[src/rtl/ps2_kbd_pkg.sv]
// ps2_kbd_pkg: shared constants and lookup functions for the PS/2 keyboard display.
package ps2_kbd_pkg;
  localparam logic [7:0] BREAK_CODE = 8'hF0;
  localparam logic [7:0] EXT_CODE   = 8'hE0;
  function automatic logic [7:0] hex_to_seg(input logic [3:0] h);
    case (h)
      4'h0: return 8'hC0;
      4'h1: return 8'hF9;
      4'h2: return 8'hA4;
      4'h3: return 8'hB0;
      4'h4: return 8'h99;
      4'h5: return 8'h92;
      4'h6: return 8'h82;
      4'h7: return 8'hF8;
      4'h8: return 8'h80;
      4'h9: return 8'h90;
      4'hA: return 8'h88;
      4'hB: return 8'h83;
      4'hC: return 8'hC6;
      4'hD: return 8'hA1;
      4'hE: return 8'h86;
      default: return 8'h8E;
    endcase
  endfunction
  function automatic logic [7:0] scan_to_ascii(input logic [7:0] s);
    case (s)
      8'h1C: return 8'h61; 8'h32: return 8'h62; 8'h21: return 8'h63; 8'h23: return 8'h64;
      8'h24: return 8'h65; 8'h2B: return 8'h66; 8'h34: return 8'h67; 8'h33: return 8'h68;
      8'h43: return 8'h69; 8'h3B: return 8'h6A; 8'h42: return 8'h6B; 8'h4B: return 8'h6C;
      8'h3A: return 8'h6D; 8'h31: return 8'h6E; 8'h44: return 8'h6F; 8'h4D: return 8'h70;
      8'h15: return 8'h71; 8'h2D: return 8'h72; 8'h1B: return 8'h73; 8'h2C: return 8'h74;
      8'h3C: return 8'h75; 8'h2A: return 8'h76; 8'h1D: return 8'h77; 8'h22: return 8'h78;
      8'h35: return 8'h79; 8'h1A: return 8'h7A;
      8'h45: return 8'h30; 8'h16: return 8'h31; 8'h1E: return 8'h32; 8'h26: return 8'h33;
      8'h25: return 8'h34; 8'h2E: return 8'h35; 8'h36: return 8'h36; 8'h3D: return 8'h37;
      8'h3E: return 8'h38; 8'h46: return 8'h39;
      8'h29: return 8'h20; 8'h5A: return 8'h0D; 8'h66: return 8'h08;
      default: return 8'h00;
    endcase
  endfunction
endpackage

[src/rtl/ps2_kbd_display_if.sv]
// ps2_kbd_display_if: PS/2 pins in, decoded key state and segment digits out.
interface ps2_kbd_display_if;
  logic       ps2_clk;
  logic       ps2_data;
  logic [7:0] scan_code;
  logic [7:0] ascii;
  logic [6:0] key_count;
  logic       frame_err;
  logic [7:0] seg0, seg1, seg2, seg3, seg4, seg5;
  modport master (output ps2_clk, ps2_data,
                  input scan_code, ascii, key_count, frame_err, seg0, seg1, seg2, seg3, seg4, seg5);
  modport slave  (input ps2_clk, ps2_data,
                  output scan_code, ascii, key_count, frame_err, seg0, seg1, seg2, seg3, seg4, seg5);
endinterface

[src/rtl/ps2_kbd_display_ps2_rx.sv]
// ps2_rx: synchronises the PS/2 pins and assembles/validates 11-bit frames.
module ps2_rx #(
  parameter int SYNC_STAGES = 3
) (
  input  logic       clk,
  input  logic       rst,
  input  logic       ps2_clk_i,
  input  logic       ps2_data_i,
  output logic [7:0] byte_o,
  output logic       byte_valid_o,
  output logic       frame_err_o
);
  logic [SYNC_STAGES:0]   ck_q;
  logic [SYNC_STAGES-1:0] dt_q;
  logic [10:0] sr_q, frame_d;
  logic [3:0]  cnt_q;
  logic [7:0]  byte_q;
  logic        valid_q, err_q, fall, last, ok;
  // ck_q carries one extra stage past the synchroniser so the edge compares settled values
  assign fall = ck_q[SYNC_STAGES] && !ck_q[SYNC_STAGES-1];
  always_comb begin
    frame_d = {dt_q[SYNC_STAGES-1], sr_q[10:1]};
    last    = fall && cnt_q == 4'd10;
    ok      = !frame_d[0] && frame_d[10] && ^frame_d[9:1];
  end
  always_ff @(posedge clk or posedge rst) begin
    if (rst) begin
      ck_q    <= '1;
      dt_q    <= '1;
      sr_q    <= '0;
      cnt_q   <= '0;
      byte_q  <= '0;
      valid_q <= 1'b0;
      err_q   <= 1'b0;
    end else begin
      ck_q    <= {ck_q[SYNC_STAGES-1:0], ps2_clk_i};
      dt_q    <= {dt_q[SYNC_STAGES-2:0], ps2_data_i};
      sr_q    <= fall ? frame_d : sr_q;
      cnt_q   <= last ? 4'd0 : fall ? cnt_q + 4'd1 : cnt_q;
      byte_q  <= last ? frame_d[8:1] : byte_q;
      valid_q <= last && ok;
      err_q   <= last && !ok;
    end
  end
  assign byte_o       = byte_q;
  assign byte_valid_o = valid_q;
  assign frame_err_o  = err_q;
endmodule

[src/rtl/ps2_kbd_display.sv]
// ps2_kbd_display: PS/2 keyboard decoder with scancode/ASCII/release-count readout
// on six active-low seven-segment digits.
module ps2_kbd_display
  import ps2_kbd_pkg::*;
#(
  parameter int SYNC_STAGES = 3,
  parameter int COUNT_MOD   = 100
) (
  input  logic clk,
  input  logic rst,
  ps2_kbd_display_if.slave kbd_io
);
  logic [7:0] rx_byte, scan_q, scan_d, ascii_q, ascii_d;
  logic [6:0] cnt_q, cnt_d;
  logic [3:0] units, tens;
  logic       rx_valid, rx_err, brk_q, brk_d, take;
  ps2_rx #(.SYNC_STAGES(SYNC_STAGES)) u_rx (
    .clk          (clk),
    .rst          (rst),
    .ps2_clk_i    (kbd_io.ps2_clk),
    .ps2_data_i   (kbd_io.ps2_data),
    .byte_o       (rx_byte),
    .byte_valid_o (rx_valid),
    .frame_err_o  (rx_err)
  );
  // E0 prefixes are dropped entirely so extended keys count like their base key
  always_comb begin
    take    = rx_valid && rx_byte != BREAK_CODE && rx_byte != EXT_CODE;
    brk_d   = (rx_valid && rx_byte == BREAK_CODE) ? 1'b1 : take ? 1'b0 : brk_q;
    scan_d  = take ? rx_byte : scan_q;
    ascii_d = take ? scan_to_ascii(rx_byte) : ascii_q;
    cnt_d   = !(take && brk_q) ? cnt_q : cnt_q == 7'(COUNT_MOD - 1) ? 7'd0 : cnt_q + 7'd1;
    units   = 4'(cnt_q % 7'd10);
    tens    = 4'(cnt_q / 7'd10);
  end
  always_ff @(posedge clk or posedge rst) begin
    if (rst) begin
      brk_q   <= 1'b0;
      scan_q  <= '0;
      ascii_q <= '0;
      cnt_q   <= '0;
    end else begin
      brk_q   <= brk_d;
      scan_q  <= scan_d;
      ascii_q <= ascii_d;
      cnt_q   <= cnt_d;
    end
  end
  assign kbd_io.scan_code = scan_q;
  assign kbd_io.ascii     = ascii_q;
  assign kbd_io.key_count = cnt_q;
  assign kbd_io.frame_err = rx_err;
  assign kbd_io.seg0      = hex_to_seg(scan_q[3:0]);
  assign kbd_io.seg1      = hex_to_seg(scan_q[7:4]);
  assign kbd_io.seg2      = hex_to_seg(ascii_q[3:0]);
  assign kbd_io.seg3      = hex_to_seg(ascii_q[7:4]);
  assign kbd_io.seg4      = hex_to_seg(units);
  assign kbd_io.seg5      = hex_to_seg(tens);
endmodule

[src/flat_wrapper.sv]
// flat-port wrapper written by rule: the top's interface ports become plain ports
module ps2_kbd_display_flat import ps2_kbd_pkg::*;
#(
  parameter int SYNC_STAGES = 3,
  parameter int COUNT_MOD   = 100
)
  (clk, rst, kbd_io_ps2_clk, kbd_io_ps2_data, kbd_io_scan_code, kbd_io_ascii, kbd_io_key_count, kbd_io_frame_err, kbd_io_seg0, kbd_io_seg1, kbd_io_seg2, kbd_io_seg3, kbd_io_seg4, kbd_io_seg5);
  ps2_kbd_display_if kbd_io_i ();
  input  logic clk;
  input  logic rst;
  input wire logic [$bits(kbd_io_i.ps2_clk)-1:0] kbd_io_ps2_clk;
  input wire logic [$bits(kbd_io_i.ps2_data)-1:0] kbd_io_ps2_data;
  output wire logic [$bits(kbd_io_i.scan_code)-1:0] kbd_io_scan_code;
  output wire logic [$bits(kbd_io_i.ascii)-1:0] kbd_io_ascii;
  output wire logic [$bits(kbd_io_i.key_count)-1:0] kbd_io_key_count;
  output wire logic [$bits(kbd_io_i.frame_err)-1:0] kbd_io_frame_err;
  output wire logic [$bits(kbd_io_i.seg0)-1:0] kbd_io_seg0;
  output wire logic [$bits(kbd_io_i.seg1)-1:0] kbd_io_seg1;
  output wire logic [$bits(kbd_io_i.seg2)-1:0] kbd_io_seg2;
  output wire logic [$bits(kbd_io_i.seg3)-1:0] kbd_io_seg3;
  output wire logic [$bits(kbd_io_i.seg4)-1:0] kbd_io_seg4;
  output wire logic [$bits(kbd_io_i.seg5)-1:0] kbd_io_seg5;
  assign kbd_io_i.ps2_clk = kbd_io_ps2_clk;
  assign kbd_io_i.ps2_data = kbd_io_ps2_data;
  assign kbd_io_scan_code = kbd_io_i.scan_code;
  assign kbd_io_ascii = kbd_io_i.ascii;
  assign kbd_io_key_count = kbd_io_i.key_count;
  assign kbd_io_frame_err = kbd_io_i.frame_err;
  assign kbd_io_seg0 = kbd_io_i.seg0;
  assign kbd_io_seg1 = kbd_io_i.seg1;
  assign kbd_io_seg2 = kbd_io_i.seg2;
  assign kbd_io_seg3 = kbd_io_i.seg3;
  assign kbd_io_seg4 = kbd_io_i.seg4;
  assign kbd_io_seg5 = kbd_io_i.seg5;
  ps2_kbd_display #(.SYNC_STAGES(SYNC_STAGES), .COUNT_MOD(COUNT_MOD)) u_core (.clk(clk), .rst(rst), .kbd_io(kbd_io_i));
endmodule
[config.mk]
export PLATFORM = sky130hd
export DESIGN_NAME = ps2_kbd_display_flat
export DESIGN_NICKNAME = d
export VERILOG_FILES = /design/src/rtl/ps2_kbd_pkg.sv /design/src/rtl/ps2_kbd_display_if.sv /design/src/rtl/ps2_kbd_display_ps2_rx.sv /design/src/rtl/ps2_kbd_display.sv /design/src/flat_wrapper.sv
export SDC_FILE = /design/constraint.sdc
export NUM_CORES = 1
export LEC_CHECK = 0
export BUFFER_PORTS_ARGS = -buffer_cell sky130_fd_sc_hd__buf_4
export CAP_MARGIN = 20
export CORE_ASPECT_RATIO = 1.75
export CORE_MARGIN = 1
export CORE_UTILIZATION = 45
export DETAILED_ROUTE_END_ITERATION = 8
export HOLD_SLACK_MARGIN = 0.06
export PLACE_DENSITY = 0.68
export SLEW_MARGIN = 20
export SYNTH_ARGS = -nofsm -noshare
export SYNTH_HDL_FRONTEND = slang
export SYNTH_SLANG_ARGS = --single-unit
[constraint.sdc]
create_clock -name clk -period 3.9 [get_ports clk]
set_input_delay 0.78 -clock clk [delete_from_list [all_inputs] [get_ports clk]]
set_output_delay 0.78 -clock clk [all_outputs]
set_load 0.005 [all_outputs]
* Yosys cells after proc, flatten, opt, wreduce, memory -nomap -nowiden
Memories as Yosys holds them, arrays and structs flattened. Cells that the tools add are included.
Cells by class: $add $sub $neg 2, div/mod/pow operators 2, equality and inequality tests 5, mux-type cells 6, reduce and logical (&&, ||, !) cells 16
Operators with widths (count):
- 8-bit != test, second input constant | 2
- 1-bit logical AND | 10
- 9-bit parity | 1
- 8-bit equality test, second input constant | 1
- 4-bit two-way mux | 2
- 8-bit two-way mux | 1
- 7-bit by 1-bit adder with 7-bit output, second input constant | 1
- 7-bit by 4-bit divider with 7-bit output, second input constant | 1
- 7-bit equality test, second input constant | 1
- 7-bit by 4-bit remainder unit with 7-bit output, second input constant | 1
- 7-bit two-way mux | 1
- 4-bit by 1-bit adder with 4-bit output, second input constant | 1
- 4-bit equality test, second input constant | 1
- 2-bit nonzero test | 2
- 1-bit zero test | 3
- 1-bit two-way mux | 2
Storage, ports and cells: register bits after elaboration 56, bits in read-only memories 1568, logic and storage cells 49, memories 7
Memory list:
- (name not given) | depth 128, width 7, rd ports 1, clocked after memory_dff 0, write ports 0, line ps2_kbd_pkg.sv:26 | case (s)
- (name not given) | depth 16, width 7, rd ports 1, clocked after memory_dff 0, write ports 0, line ps2_kbd_pkg.sv:6 | case (h)
- (name not given) | depth 16, width 7, rd ports 1, clocked after memory_dff 0, write ports 0, line ps2_kbd_pkg.sv:6
- (name not given) | depth 16, width 7, rd ports 1, clocked after memory_dff 0, write ports 0, line ps2_kbd_pkg.sv:6
- (name not given) | depth 16, width 7, rd ports 1, clocked after memory_dff 0, write ports 0, line ps2_kbd_pkg.sv:6
- (name not given) | depth 16, width 7, rd ports 1, clocked after memory_dff 0, write ports 0, line ps2_kbd_pkg.sv:6
- +1 memories

* Depth between registers and ports, before layout
word-level depth 5, gate-level depth with buffers 20, mapped depth without buffers 16

* Cells and area by module
A second synthesis with hierarchy kept.
Unflattened totals: cells, all modules 606, area total of the unflattened synthesis 4932.2 um^2
Modules (own cells, without submodules):
- ps2_kbd_display | times used 1, cells each 501, area an instance 3693.5 um^2
- ps2_rx | times used 1, cells each 105, area an instance 1238.7 um^2

* Worst setup path after synthesis
OpenSTA, ideal clock, no wires.
path kind flip-flop to output port, start reg u_core.cnt_q[4] (netlist: u_core.kbd_io.key_count[4]), end out kbd_io_seg4[0], arrival time 3531 ps, required time 3120 ps, slack -411 ps, stages on the path, launching flop included 19, cell sequence dfrtp_1 -> buf_6 -> nand2b_4 -> buf_6 -> a2bb2oi_1 -> o221a_1 -> buf_2 -> ha_1 -> clkbuf_1 -> a21oi_4 -> or2_2 -> clkbuf_1 -> inv_2 -> xnor2_1 -> inv_1 -> ha_1 -> nand2_1 -> o21ba_1 -> or4_1
Between the ends: word-level cells in the longest chain between the ends 2
RTL lines:
- start: declaration | line ps2_kbd_display.sv:14 | logic [6:0] cnt_q, cnt_d;
- start signal: assignment | line ps2_kbd_display.sv:46 | cnt_q <= cnt_d;
- 7-bit by 4-bit remainder unit with 7-bit output | line ps2_kbd_display.sv:33 | units = 4'(cnt_q % 7'd10);
- memory 16 x 7 bit
- end: declaration | line flat_wrapper.sv:21 | output wire logic [$bits(kbd_io_i.seg4)-1:0] kbd_io_seg4;
Every way passes these cells.

* Worst setup path after layout
start reg u_core.cnt_q[5] (netlist: u_core.kbd_io.key_count[5]), end out kbd_io_seg4[0]
The elaborated chain is that of the path after synthesis.

==> metrics.yaml <==
finish:
  fin_nets: 748
  final_core_util: 0.569
  fillers: 993
  n_antenna_cell: 0
  fin_cells: 827
  syn_to_final_growth_pct: 24.0
  layout-drive-gt1-share: 0.251
global_route:
  grt_pass1_vias: 4526
  grt_antenna_before_repair: 0
  grt_max_degree: 30
  grt_pass1_wl_um: 21500
  grt_usage: 0.243
  grt_overflow: 0
sta:
  rsz0062_at_grt: "yes"
  worst_pin_slew_ps: 744
  max_freq_mhz: 250
  finalCritPeriodShare: 1.03
  setup_violations: 3
  drv_slew: 0
  timing.final.ws_setup_ps: -100
  period_minus_slack_ps: 4000
  worst_clock_skew_ps: 6.92
  slew_headroom: 0.504
  hold_viol: 0
  setup_tns_ps: -149
die:
  io_pins: 76
  die_height_um: 140
  fp.coreArea_sq_um: 10600
  die_area_sq_um: 11300
  die_x_um: 80.7
  num_rows: 50
  start_util: 0.459
placement:
  io_buffers: 68
  dp_hpwl_um: 10200
  gp_congestion: 0.920
  dp_cells: 805
  dp_slack_ps: 79.8
worst_hold_path:
  hold_class: "flop to flop"
yosys:
  syn_inst: 619
  synth_most_common_cell: "nand2_1"
  synthFlopType: "dfrtp_1"
  synth_area_leader_cell: "dfrtp_1"
  yosys-top-cells-count: "115 x nand2_1, 50 x o21ai_0, 48 x ha_1, 47 x dfrtp_1, 39 x nor2_1"
  ys_warn_count: 0
  synth_cell_types: 71
  synth-edff-count: 0
  synth-seq-area-share: 0.279
  syn-cell-area_sq_um: 4880
  synth-seq-cells: 54
  avgSynthCellArea_sq_um: 7.89
  synth_top_area_frac: 0.241
  synthArstFlopShare: 1.00
  yosys-top-cells-area: "dfrtp_1 24%, ha_1 12%, nand2_1 8.8%, o21ai_0 5.1%, dfstp_2 3.8%"
pwr:
  p_leak_nw: 2.79
  max-vdd-ir-drop_uv: 330
  cellPowerDensity_nw_per_um2: 298
setup_path:
  path_cells: "and2b_2 > a2bb2oi_2 > o221a_1 > ha_4 > a21oi_4 > or2_4 > inv_8 > xnor2_4 > inv_2 > ha_4 > nand2_2 > o21ba_1 > or4_1 > buf_4"
  cp-end-kind: "primary output"
  cpMaxStageDelayCell: "or4_1"
  path_buf_inv: 3
  worstPathArrival_ps: 3220
  required_ps: 3120
  slowest_delay_ps: 470
  crit_family: "simple AND/OR/NAND/NOR gates"
  critPathKind: "flop to primary output"
  cp-start-kind: "flop"
  crit_path_frequent_cell: "ha_4"
  critPathMaxFanout: 8
routing:
  ant_nets: 0
  drt-total-wl_um: 13200
  drc: 0
  vias: 4656
  drt-wirelength-per-cell_um: 16.0
  first_pass_iters: 4
  viasPerCell: 5.63
  drt_iter0_drc: 143
outcome:
  violations: "setup timing"
  status: "complete, but fails checks"
clocking:
  hold_buffers: 0
  clk_latency_ps: 300
  cts_buffers: 5
  clkTransAtPathRegs_ps: 70
  cts_root_buf: "clkbuf_16"
  cts_sinks: 54
  cts_tree: "yes"
  htreeDepth: 2
  clockBufferDepth: 2
run:
  maxCapViolCount: 0
worst reg2reg max path, cell delays in order (launching register included):
cell and delay (ps):
dfrtp_1 830, inv_1 410, nand2_1 200, o21ai_0 100
buf_4 180, inv_1 330, and2_1 360, o21ai_0 140
a22o_1 260
cell type report:
type	instances	area, sq um	share of cell area
multi-input combinational	488	3380	0.559
sequential	54	1360	0.225
timing repair buffer	110	841	0.139
tap	130	163	0.0269
inverter	37	146	0.0242
clock buffer	5	125	0.0207
clock inverter	3	28.8	0.00476
power breakdown:
group	total, mW	switching (mW)	internal, mW
registers	0.774	0.142	0.632
logic	0.560	0.315	0.245
clock network	0.468	0.222	0.246
total	1.80	0.679	1.12
sequential cells by signal, indices dropped and copies added, names as in the netlist:
signal,flops
u_core.u_rx.byte_valid_o,1
u_core.u_rx.sr_q,10
u_core.brk_q,1
u_core.u_rx.frame_err_o,1
u_core.u_rx.dt_q,3
u_core.u_rx.ck_q,4
u_core.kbd_io.scan_code,8
u_core.kbd_io.key_count,7
u_core.kbd_io.ascii,7
u_core.u_rx.cnt_q,4
u_core.u_rx.byte_o,8
cell families after synthesis:
group,after synthesis,share of synthesized area
and+or+nand+nor,241,0.230
AOI/OAI and AO/OA,156,0.215
buffers and inverters,82,0.0738
DFF,54,0.279
adders and majority gates,49,0.125
muxes,20,0.0495
xor gates and xnor gates,15,0.0269
other,2,0.00154
metal layers:
metal  track usage  share of wire  vias to the layer above
li1              -              -                     2296
met2         0.460           0.57                      105
met3        0.0275          0.023                       42
met4         0.135          0.043                        0
met1         0.246           0.36                     2213
met5             0              0                        -
per-stage QoR:
stage / hold slack [ps] / area [sq um] / power (mW)
3_3_place_gp: 347 / 5630 / 1.32
3_5_place_dp: 349 / 5630 / 1.34
2_1_floorplan: 345 / 5000 / 1.17
6_report: 359 / 6050 / 1.80
5_1_grt: 360 / 6050 / 1.91
4_1_cts: 359 / 5860 / 1.81
cell usage in the layout, fill, tap and decap left out, types with 4 or more instances in the layout:
cell and n:
dfstp_2 7, nor3_1 11, o31ai_1 6, buf_6 4
or3_1 4, conb_1 7, o211ai_1 4, o21ai_0 49
nand3_1 13, nand4_1 5, nand2_1 114, ha_1 40
a21o_1 6, xnor2_1 10, ha_4 6, a22o_1 11
mux2i_1 12, o22ai_1 6, nor2b_1 16, a21oi_1 19
clkbuf_16 5, nand2b_1 8, dfrtp_1 44, xor2_1 4
inv_1 32, buf_4 106, a31oi_1 13, nor2_1 38
o21a_1 4
repair_timing:
action / CTS / global route
buffers inserted: 6 / 9
pin swaps: 6 / 7
cloned: 0 / 0
resized for setup: 9 / 25
endpoints found under the setup margin: 7 / 8
final timing paths:
path	startpoint	endpoint	slack, ps	cells after the start
hold reg to reg	u_core.u_rx.ck_q[0]	u_core.u_rx.ck_q[1]	360	0
min in group asynchronous	rst	u_core.u_rx.sr_q[7]	550	2
max in group asynchronous	rst	u_core.kbd_io.key_count[4]	2690	3
hold / removal	u_core.u_rx.ck_q[0]	u_core.u_rx.ck_q[1]	360	0
setup / recovery	u_core.kbd_io.key_count[5]	kbd_io_seg4[0]	-100	14
setup reg to reg	u_core.u_rx.byte_o[3]	u_core.kbd_io.key_count[6]	990	8
Power figures use the tool's default switching activity.
